===== config.mk =====
export PLATFORM = sky130hd
export DESIGN_NAME = td4_wide
export DESIGN_NICKNAME = d
export VERILOG_FILES = /design/src/rtl/td4_pkg.sv /design/src/rtl/td4_wide_decoder.sv /design/src/rtl/td4_wide.sv
export SDC_FILE = /design/constraint.sdc
export NUM_CORES = 1
export LEC_CHECK = 0
export BUFFER_PORTS_ARGS = -buffer_cell sky130_fd_sc_hd__buf_2
export CAP_MARGIN = 25
export CORE_ASPECT_RATIO = 0.5
export CORE_MARGIN = 5
export CORE_UTILIZATION = 29
export DETAILED_ROUTE_END_ITERATION = 10
export HOLD_SLACK_MARGIN = 0.06
export SLEW_MARGIN = 30
export SYNTH_ARGS = -nofsm -noshare
export SYNTH_HDL_FRONTEND = slang
export SYNTH_SLANG_ARGS = --single-unit

===== constraint.sdc =====
create_clock -name clk -period 2.4 [get_ports clk]
set_input_delay 0.24 -clock clk [delete_from_list [all_inputs] [get_ports clk]]
set_output_delay 0.24 -clock clk [all_outputs]
set_load 0.05 [all_outputs]

===== src/rtl/td4_pkg.sv =====
// Shared types for the td4_wide core: opcodes, datapath selects and FSM states.
// Pure declarations, no logic, so no latency or flow control applies here.
package td4_pkg;

  typedef enum logic [3:0] {
    OP_ADD_A    = 4'b0000,
    OP_MOV_AB   = 4'b0001,
    OP_IN_A     = 4'b0010,
    OP_MOV_A_IM = 4'b0011,
    OP_MOV_BA   = 4'b0100,
    OP_ADD_B    = 4'b0101,
    OP_IN_B     = 4'b0110,
    OP_MOV_B_IM = 4'b0111,
    OP_JNZ      = 4'b1000,
    OP_OUT_B    = 4'b1001,
    OP_OUT_A    = 4'b1010,
    OP_OUT_IM   = 4'b1011,
    OP_HLT      = 4'b1100,
    OP_NOP      = 4'b1101,
    OP_JNC      = 4'b1110,
    OP_JMP      = 4'b1111
  } opcode_e;

  typedef enum logic [1:0] {
    SRC_A    = 2'd0,
    SRC_B    = 2'd1,
    SRC_IN   = 2'd2,
    SRC_ZERO = 2'd3
  } src_sel_e;

  typedef enum logic [2:0] {
    DST_NONE = 3'd0,
    DST_A    = 3'd1,
    DST_B    = 3'd2,
    DST_OUT  = 3'd3,
    DST_PC   = 3'd4
  } dst_e;

  typedef enum logic {
    RUN  = 1'b0,
    HALT = 1'b1
  } state_e;

endpackage


===== src/rtl/td4_wide_decoder.sv =====
// Combinational opcode decode to adder source, destination, jump decision and halt.
// Zero latency; no flow control, the caller qualifies outputs with its execute enable.
module td4_wide_decoder
  import td4_pkg::*;
(
  input  logic       i_carry,
  input  logic       i_zero,
  input  logic [3:0] i_instr,
  output logic [1:0] o_src_sel,
  output logic [2:0] o_dst,
  output logic       o_jump_taken,
  output logic       o_is_halt
);

  always_comb begin
    o_src_sel    = SRC_ZERO;
    o_dst        = DST_NONE;
    o_jump_taken = 1'b0;
    o_is_halt    = 1'b0;
    case (opcode_e'(i_instr))
      OP_ADD_A:    begin o_src_sel = SRC_A;    o_dst = DST_A;   end
      OP_ADD_B:    begin o_src_sel = SRC_B;    o_dst = DST_B;   end
      OP_MOV_A_IM: begin o_src_sel = SRC_ZERO; o_dst = DST_A;   end
      OP_MOV_B_IM: begin o_src_sel = SRC_ZERO; o_dst = DST_B;   end
      OP_MOV_AB:   begin o_src_sel = SRC_B;    o_dst = DST_A;   end
      OP_MOV_BA:   begin o_src_sel = SRC_A;    o_dst = DST_B;   end
      OP_IN_A:     begin o_src_sel = SRC_IN;   o_dst = DST_A;   end
      OP_IN_B:     begin o_src_sel = SRC_IN;   o_dst = DST_B;   end
      OP_OUT_B:    begin o_src_sel = SRC_B;    o_dst = DST_OUT; end
      OP_OUT_A:    begin o_src_sel = SRC_A;    o_dst = DST_OUT; end
      OP_OUT_IM:   begin o_src_sel = SRC_ZERO; o_dst = DST_OUT; end
      // Jumps add the immediate to zero; conditions use the flags before this instruction.
      OP_JMP:      begin o_dst = DST_PC; o_jump_taken = 1'b1;     end
      OP_JNC:      begin o_dst = DST_PC; o_jump_taken = ~i_carry; end
      OP_JNZ:      begin o_dst = DST_PC; o_jump_taken = ~i_zero;  end
      OP_HLT:      o_is_halt = 1'b1;
      default:     ;
    endcase
  end

endmodule


===== src/rtl/td4_wide.sv =====
// Widened TD4 accumulator core: A/B/OUT registers, C/Z flags, PC, RUN/HALT FSM.
// Single-cycle execute; instr_valid low stalls all state, HALT freezes until reset.
module td4_wide
  import td4_pkg::*;
#(
  parameter int DATA_W = 4,
  parameter int ADDR_W = 4
) (
  input  logic              clk,
  input  logic              reset,
  input  logic [3:0]        instr,
  input  logic [DATA_W-1:0] imm,
  input  logic              instr_valid,
  input  logic [DATA_W-1:0] in_data,
  output logic [ADDR_W-1:0] pc,
  output logic [DATA_W-1:0] out_data,
  output logic              out_valid,
  output logic              halted,
  output logic              carry,
  output logic              zero
);

  if (ADDR_W > DATA_W) begin : g_bad_param
    $error("td4_wide: ADDR_W must not exceed DATA_W");
  end

  logic [DATA_W-1:0] r_a;
  logic [DATA_W-1:0] r_b;
  logic [DATA_W-1:0] r_out;
  logic [ADDR_W-1:0] r_pc;
  logic              r_c;
  logic              r_z;
  logic              r_out_valid;
  state_e            r_state;
  state_e            w_state_nxt;

  logic [1:0]        w_src_sel;
  logic [2:0]        w_dst;
  logic              w_jump;
  logic              w_is_halt;
  logic              w_exec;
  logic [DATA_W-1:0] w_src;
  logic [DATA_W:0]   w_sum;

  td4_wide_decoder u_dec (
    .i_carry      (r_c),
    .i_zero       (r_z),
    .i_instr      (instr),
    .o_src_sel    (w_src_sel),
    .o_dst        (w_dst),
    .o_jump_taken (w_jump),
    .o_is_halt    (w_is_halt)
  );

  assign w_exec = (r_state == RUN) && instr_valid;

  always_comb begin
    w_src = '0;
    case (w_src_sel)
      SRC_A:   w_src = r_a;
      SRC_B:   w_src = r_b;
      SRC_IN:  w_src = in_data;
      default: w_src = '0;
    endcase
  end

  assign w_sum = {1'b0, w_src} + {1'b0, imm};

  always_ff @(posedge clk or posedge reset) begin
    if (reset) begin
      r_state <= RUN;
    end else begin
      r_state <= w_state_nxt;
    end
  end

  always_comb begin
    w_state_nxt = r_state;
    if (w_exec && w_is_halt) begin
      w_state_nxt = HALT;
    end
  end

  always_ff @(posedge clk or posedge reset) begin
    if (reset) begin
      r_a         <= '0;
      r_b         <= '0;
      r_out       <= '0;
      r_pc        <= '0;
      r_c         <= 1'b0;
      r_z         <= 1'b0;
      r_out_valid <= 1'b0;
    end else begin
      r_out_valid <= w_exec && (w_dst == DST_OUT);
      if (w_exec) begin
        r_c <= w_sum[DATA_W];
        r_z <= (w_sum[DATA_W-1:0] == '0);
        case (w_dst)
          DST_A:   r_a   <= w_sum[DATA_W-1:0];
          DST_B:   r_b   <= w_sum[DATA_W-1:0];
          DST_OUT: r_out <= w_sum[DATA_W-1:0];
          default: ;
        endcase
        // HLT parks the PC on itself so the halted address stays observable.
        if (w_jump) begin
          r_pc <= w_sum[ADDR_W-1:0];
        end else if (!w_is_halt) begin
          r_pc <= r_pc + ADDR_W'(1);
        end
      end
    end
  end

  assign pc        = r_pc;
  assign out_data  = r_out;
  assign out_valid = r_out_valid;
  assign halted    = (r_state == HALT);
  assign carry     = r_c;
  assign zero      = r_z;

endmodule


=== Yosys cells after proc, flatten, opt, wreduce, memory -nomap -nowiden ===
Cells that the tools add are included.

* Bits in registers: 20
* Input bits: 15

* Muxes and demuxes: 7
* $add $sub $neg: 2
* Reduce and logical (&&, ||, !) cells: 17
* Bitwise operators: 3
* Equal/unequal tests: 20

{| class="wikitable"
|+ Operators with widths
! operator !! count
|-
| $eq 4x4->1 const B || 7
|-
| $eq 4x3->1 const B || 4
|-
| $pmux 3 s4 || 1
|-
| $pmux 4 s3 || 1
|-
| $reduce_or 3->1 || 4
|-
| $eq 4x2->1 const B || 2
|-
| $logic_not 4->1 || 2
|-
| $mux 4 || 2
|-
| $reduce_and 2->1 || 4
|-
| $reduce_or 4->1 || 2
|-
| $eq 3x2->1 const B || 2
|-
| $pmux 2 s3 || 1
|-
| $add 4x4->5 || 1
|-
| $add 4x1->4 const B || 1
|-
| $eq 4x1->1 const B || 1
|-
| $eq 3x1->1 const B || 1
|-
| $logic_and 1x1->1 || 3
|-
| $not 1->1 || 3
|-
| $pmux 1 s3 || 1
|-
| $eq 2x1->1 const B || 1
|-
| $eq 2x2->1 const B || 1
|-
| $logic_not 2->1 || 1
|-
| $ne 2x1->1 const B || 1
|-
| $reduce_or 2->1 || 1
|-
| $mux 1 || 1
|}

=== Longest topological paths before layout ===
* Depth after elaboration: 7
* Depth in mapped cells: 12
* Depth with buffers taken out: 11

=== By module ===
From an unflattened synthesis, not the netlist that was laid out.

* Cell total of the unflattened synthesis: 120
* Area, all modules: 1197.4 um^2

{| class="wikitable"
|+ Modules (own cells, without submodules)
! module !! area an instance (um^2) !! cells each !! times used
|-
| td4_wide || 1097.3 || 101 || 1
|-
| td4_wide_decoder || 100.1 || 19 || 1
|}

=== Worst setup path after synthesis ===
OpenSTA, ideal clock, no wires.

* Kind: in2reg
* Start point: input instr[2]
* End point: register r_z, in the netlist zero
* Slack: -128 ps
* Arrival time: 2452 ps
* Stages on the path: 11
* Setup time: 76 ps
* Data required time: 2324 ps
* Cells stage by stage: buf_6 > nand2b_4 > a211oi_1 > a222oi_1 > inv_1 > ha_1 > inv_1 > fa_1 > inv_1 > or4_1 > o21ai_1

* Longest elaborated chain between the ends: 7
* Elaborated cells between the ends (all ways): 18

{| class="wikitable"
|+ RTL lines
! element !! line !! text
|-
| from (decl) || td4_wide.sv:11 || <nowiki>input logic [3:0] instr,</nowiki>
|-
| $eq 4x3->1, or another cell as far along || td4_wide_decoder.sv:20 || <nowiki>case (opcode_e'(i_instr))</nowiki>
|-
| $reduce_or 3->1 (no line) or $reduce_or 2->1 (tied branches) || - ||
|-
| $pmux 2 s3 * || td4_wide_decoder.sv:20 ||
|-
| $eq 2x2->1, or another cell as far along || td4_wide.sv:59 || <nowiki>case (w_src_sel)</nowiki>
|-
| $pmux 4 s3 * || td4_wide.sv:59 ||
|-
| $add 4x4->5 * || td4_wide.sv:67 || <nowiki>assign w_sum = {1'b0, w_src} + {1'b0, imm};</nowiki>
|-
| $logic_not 4->1 * || td4_wide.sv:97 || <nowiki>r_z <= (w_sum[DATA_W-1:0] == '0);</nowiki>
|-
| to (signal assigned) || td4_wide.sv:97 ||
|-
| to (decl) || td4_wide.sv:32 || <nowiki>logic r_z;</nowiki>
|}

Mark *: on every way between the ends. The rest lies on a longest branch, timed or not.
A chain may end at the register's enable or synchronous reset.

=== Worst setup path in the final report ===
Same ends and word-level chain as after synthesis.

==> flow_metrics.py <==
metrics = {
    "placed_design": {
        "gp_congestion": 0.7743,
        "portBuffers": 26,
        "place.detailed.hpwl_um": 2111,
        "dpl.cell_count": 199,
        "dpl_cell_area_mm2": 0.001433,
    },
    "critical_path": {
        "slowest_delay_ps": 490,
        "critPathMostFrequentCell": "inv_1",
        "path_class": "in -> reg",
        "cp_max_fo": 4,
        "crit_path_end_kind": "register",
        "critical_path_buf_inv_count": 4,
        "cp_cell_sequence": "buf_2 -> nand2b_4 -> a211oi_4 -> a222oi_1 -> inv_1 -> ha_1 -> inv_1 -> fa_1 -> inv_1 -> or4_1 -> o21ai_1",
        "crit_arrival_ps": 2430,
        "cp-start-kind": "input pin",
        "worstPathRequired_ps": 2590,
        "crit_slowest_cell": "fa_1",
        "cp_top_family": "simple AND/OR/NAND/NOR gates",
    },
    "synthesis": {
        "synth_common_cells": "dfrtp_1, nand2_1, inv_1",
        "syn_avg_cell_area_um2": 10.66,
        "synth_top_area_share_pct": 43.48,
        "ys_seq_area_share_pct": 43.48,
        "synth_warnings": 0,
        "synth.most_common_cell": "dfrtp_1",
        "synth-main-ff-cell": "dfrtp_1",
        "synth_top_area_cell": "dfrtp_1",
        "netlist_instances": 108,
        "synth.distinct_cells": 35,
        "synthesis.area_mm2": 0.001151,
        "synth_edf_count": 0,
        "yosys_register_bits": 20,
        "async_flop_share_pct": 100.0,
        "synth_area_leaders": "dfrtp_1, mux2_2, ha_1",
        "synth_nets": 129,
    },
    "sta": {
        "clock.fmax_mhz": 446.7,
        "tightestPinTransition_ps": 798.1,
        "slew-limit-headroom_pct": 46.73,
        "setup-violations-final": 0,
        "rsz0062_at_grt": "no",
        "finalHoldViolCount": 0,
        "finalMaxSlewViolations": 0,
        "period_needed_ps": 2239,
        "period_share_pct": 93.28,
        "skew_ps": 6.336,
    },
    "global_route": {
        "overflow": 0,
        "grt_first_pass_wirelength_um": 4429,
        "gr-usage-all-layers_pct": 10.57,
        "grt_max_degree": 21,
        "antenna_found_initial": 0,
        "grt_pass1_vias": 955,
    },
    "clock_network": {
        "cts-buffers-inserted": 3,
        "holdBufCountCts": 0,
        "root_buffer": "clkbuf_8",
        "cts_resized": 0,
        "cts.sinks": 20,
        "clockBufferDepth": 2,
        "cts-htree-levels": 1,
        "path_clk_slew_ps": 80,
        "clk-insertion-delay-late_ps": 260,
        "post_cts_buffers": 0,
        "cts_tree": "built",
    },
    "layout": {
        "stdcell_count": 203,
        "antenna_cells": 0,
        "final_nets": 171,
        "fillers": 387,
        "drive_above_1_share_pct": 42.28,
        "stdcell_area_mm2": 0.001500,
        "syn_to_final_growth_pct": 30.33,
    },
    "detailed_routing": {
        "wire_per_inst_um": 13.10,
        "final_antenna_net_count": 0,
        "first_pass_iters": 4,
        "drt_iter0_drc": 60,
        "via_per_inst": 4.517,
        "drcViolationCount": 0,
        "wirelength_um": 2659,
        "via_count": 917,
    },
    "run": {
        "maxCapViolations": 0,
    },
    "worst_hold_path": {
        "worstHoldPathType": "in -> async",
    },
    "power": {
        "p_total_w": 0.001686,
        "power.leakage_nw": 0.7706,
        "vdd_ir_drop_max_v": 0.0003329,
        "powerDensity_mw_per_mm2": 1124,
    },
    "status": {
        "status": "finished, final reports clean",
    },
    "floorplan": {
        "rows": 16,
        "coreArea_mm2": 0.003864,
        "die_w_um": 99.10,
        "start_util_pct": 29.79,
        "die_y_um": 54.55,
        "boundaryPins": 27,
        "die_area_mm2": 0.005406,
    },
}
[layout make-up]
type / count / area (um2) / share of cell area [%]
Clock buffer: 4 / 55.05 / 3.670
Inverter: 12 / 45.04 / 3.002
Multi-Input combinational cell: 73 / 596.8 / 39.78
Sequential cell: 20 / 500.5 / 33.36
Tap cell: 54 / 67.56 / 4.504
Timing Repair Buffer: 40 / 235.2 / 15.68
[path summary, 6_finish.rpt]
check / from / to / slack, ps / cells past startpoint
min in group clk: instr_valid / halted / 290 / 2
min reg2reg: out_data[2] / out_data[2] / 480 / 2
max: instr[2] / zero / 160 / 11
min: reset / out_valid / 120 / 2
max in group asynchronous: reset / halted / 1780 / 2
max reg2reg: r_b[1] / pc[3] / 290 / 8
[per-stage QoR]
step / worst slack (ps) / setup TNS, ps / utilization [%] / hold WS [ps]
3_5_place_dp: -227.1 / -918.1 / 37.08 / 429.2
4_1_cts: 74.34 / 0 / 38.50 / 139.7
3_3_place_gp: -137.9 / -431.0 / 37.08 / 421.7
2_1_floorplan: 6.389 / 0 / - / 203.8
5_1_grt: 15.12 / 0 / 38.83 / 182.0
6_report: 161.3 / 0 / 38.83 / 115.7
[routing by layer]
layer / track usage, % / wire, um / vias to the layer above
met5: 0 / 0 / -
met4: 4.308 / 12 / 0
met3: 2.290 / 62 / 2
met2: 19.00 / 1333 / 12
met1: 12.70 / 1250 / 438
li1: - / - / 465
[worst register-to-register path: cells and delay by family, from the launching register on]
kind                       cells  cell delay (ps)
AOI/OAI and AO/OA              4              930
DFF                            1              390
adders and majority gates      1              280
xor gates and xnor gates       1              220
muxes                          1              130
buffers and inverters          1               90
[sequential cells by signal (all words and copies together), names as in the netlist]
signal,flops
pc,4
halted,1
r_a,4
carry,1
out_data,4
out_valid,1
zero,1
r_b,4
[kinds of logic (layout without fill, tap and decap cells)]
family / Yosys count / after routing / synth area share [%]
buf+inv: 15 / 56 / 6.847
mux: 11 / 11 / 10.76
compound gates: 26 / 26 / 15.98
flops: 20 / 20 / 43.48
simple gates: 28 / 28 / 14.24
xor+xnor: 2 / 2 / 1.522
fa+ha+maj: 6 / 6 / 7.174
[cells in the final DEF (no fill, tap or decap), types with 2 or more instances in the layout]
cell,netlist,final
a2bb2oi_1,2,2
mux2_2,6,6
buf_4,0,14
clkbuf_8,0,4
a222oi_1,4,4
nor2_1,3,3
nand2_1,14,14
mux2i_1,3,3
o21ai_1,3,3
a21oi_1,6,6
o21ai_0,2,2
ha_1,5,5
dfrtp_1,20,20
a21o_1,2,2
buf_2,0,26
nand2b_4,2,2
inv_1,11,11
[power breakdown]
part / switching, W / internal, W
clock: 0.000115 / 0.000146
combinational: 0.000535 / 0.000303
sequential: 0.000103 / 0.000484
Note: power is estimated with default switching activity, not from simulation.
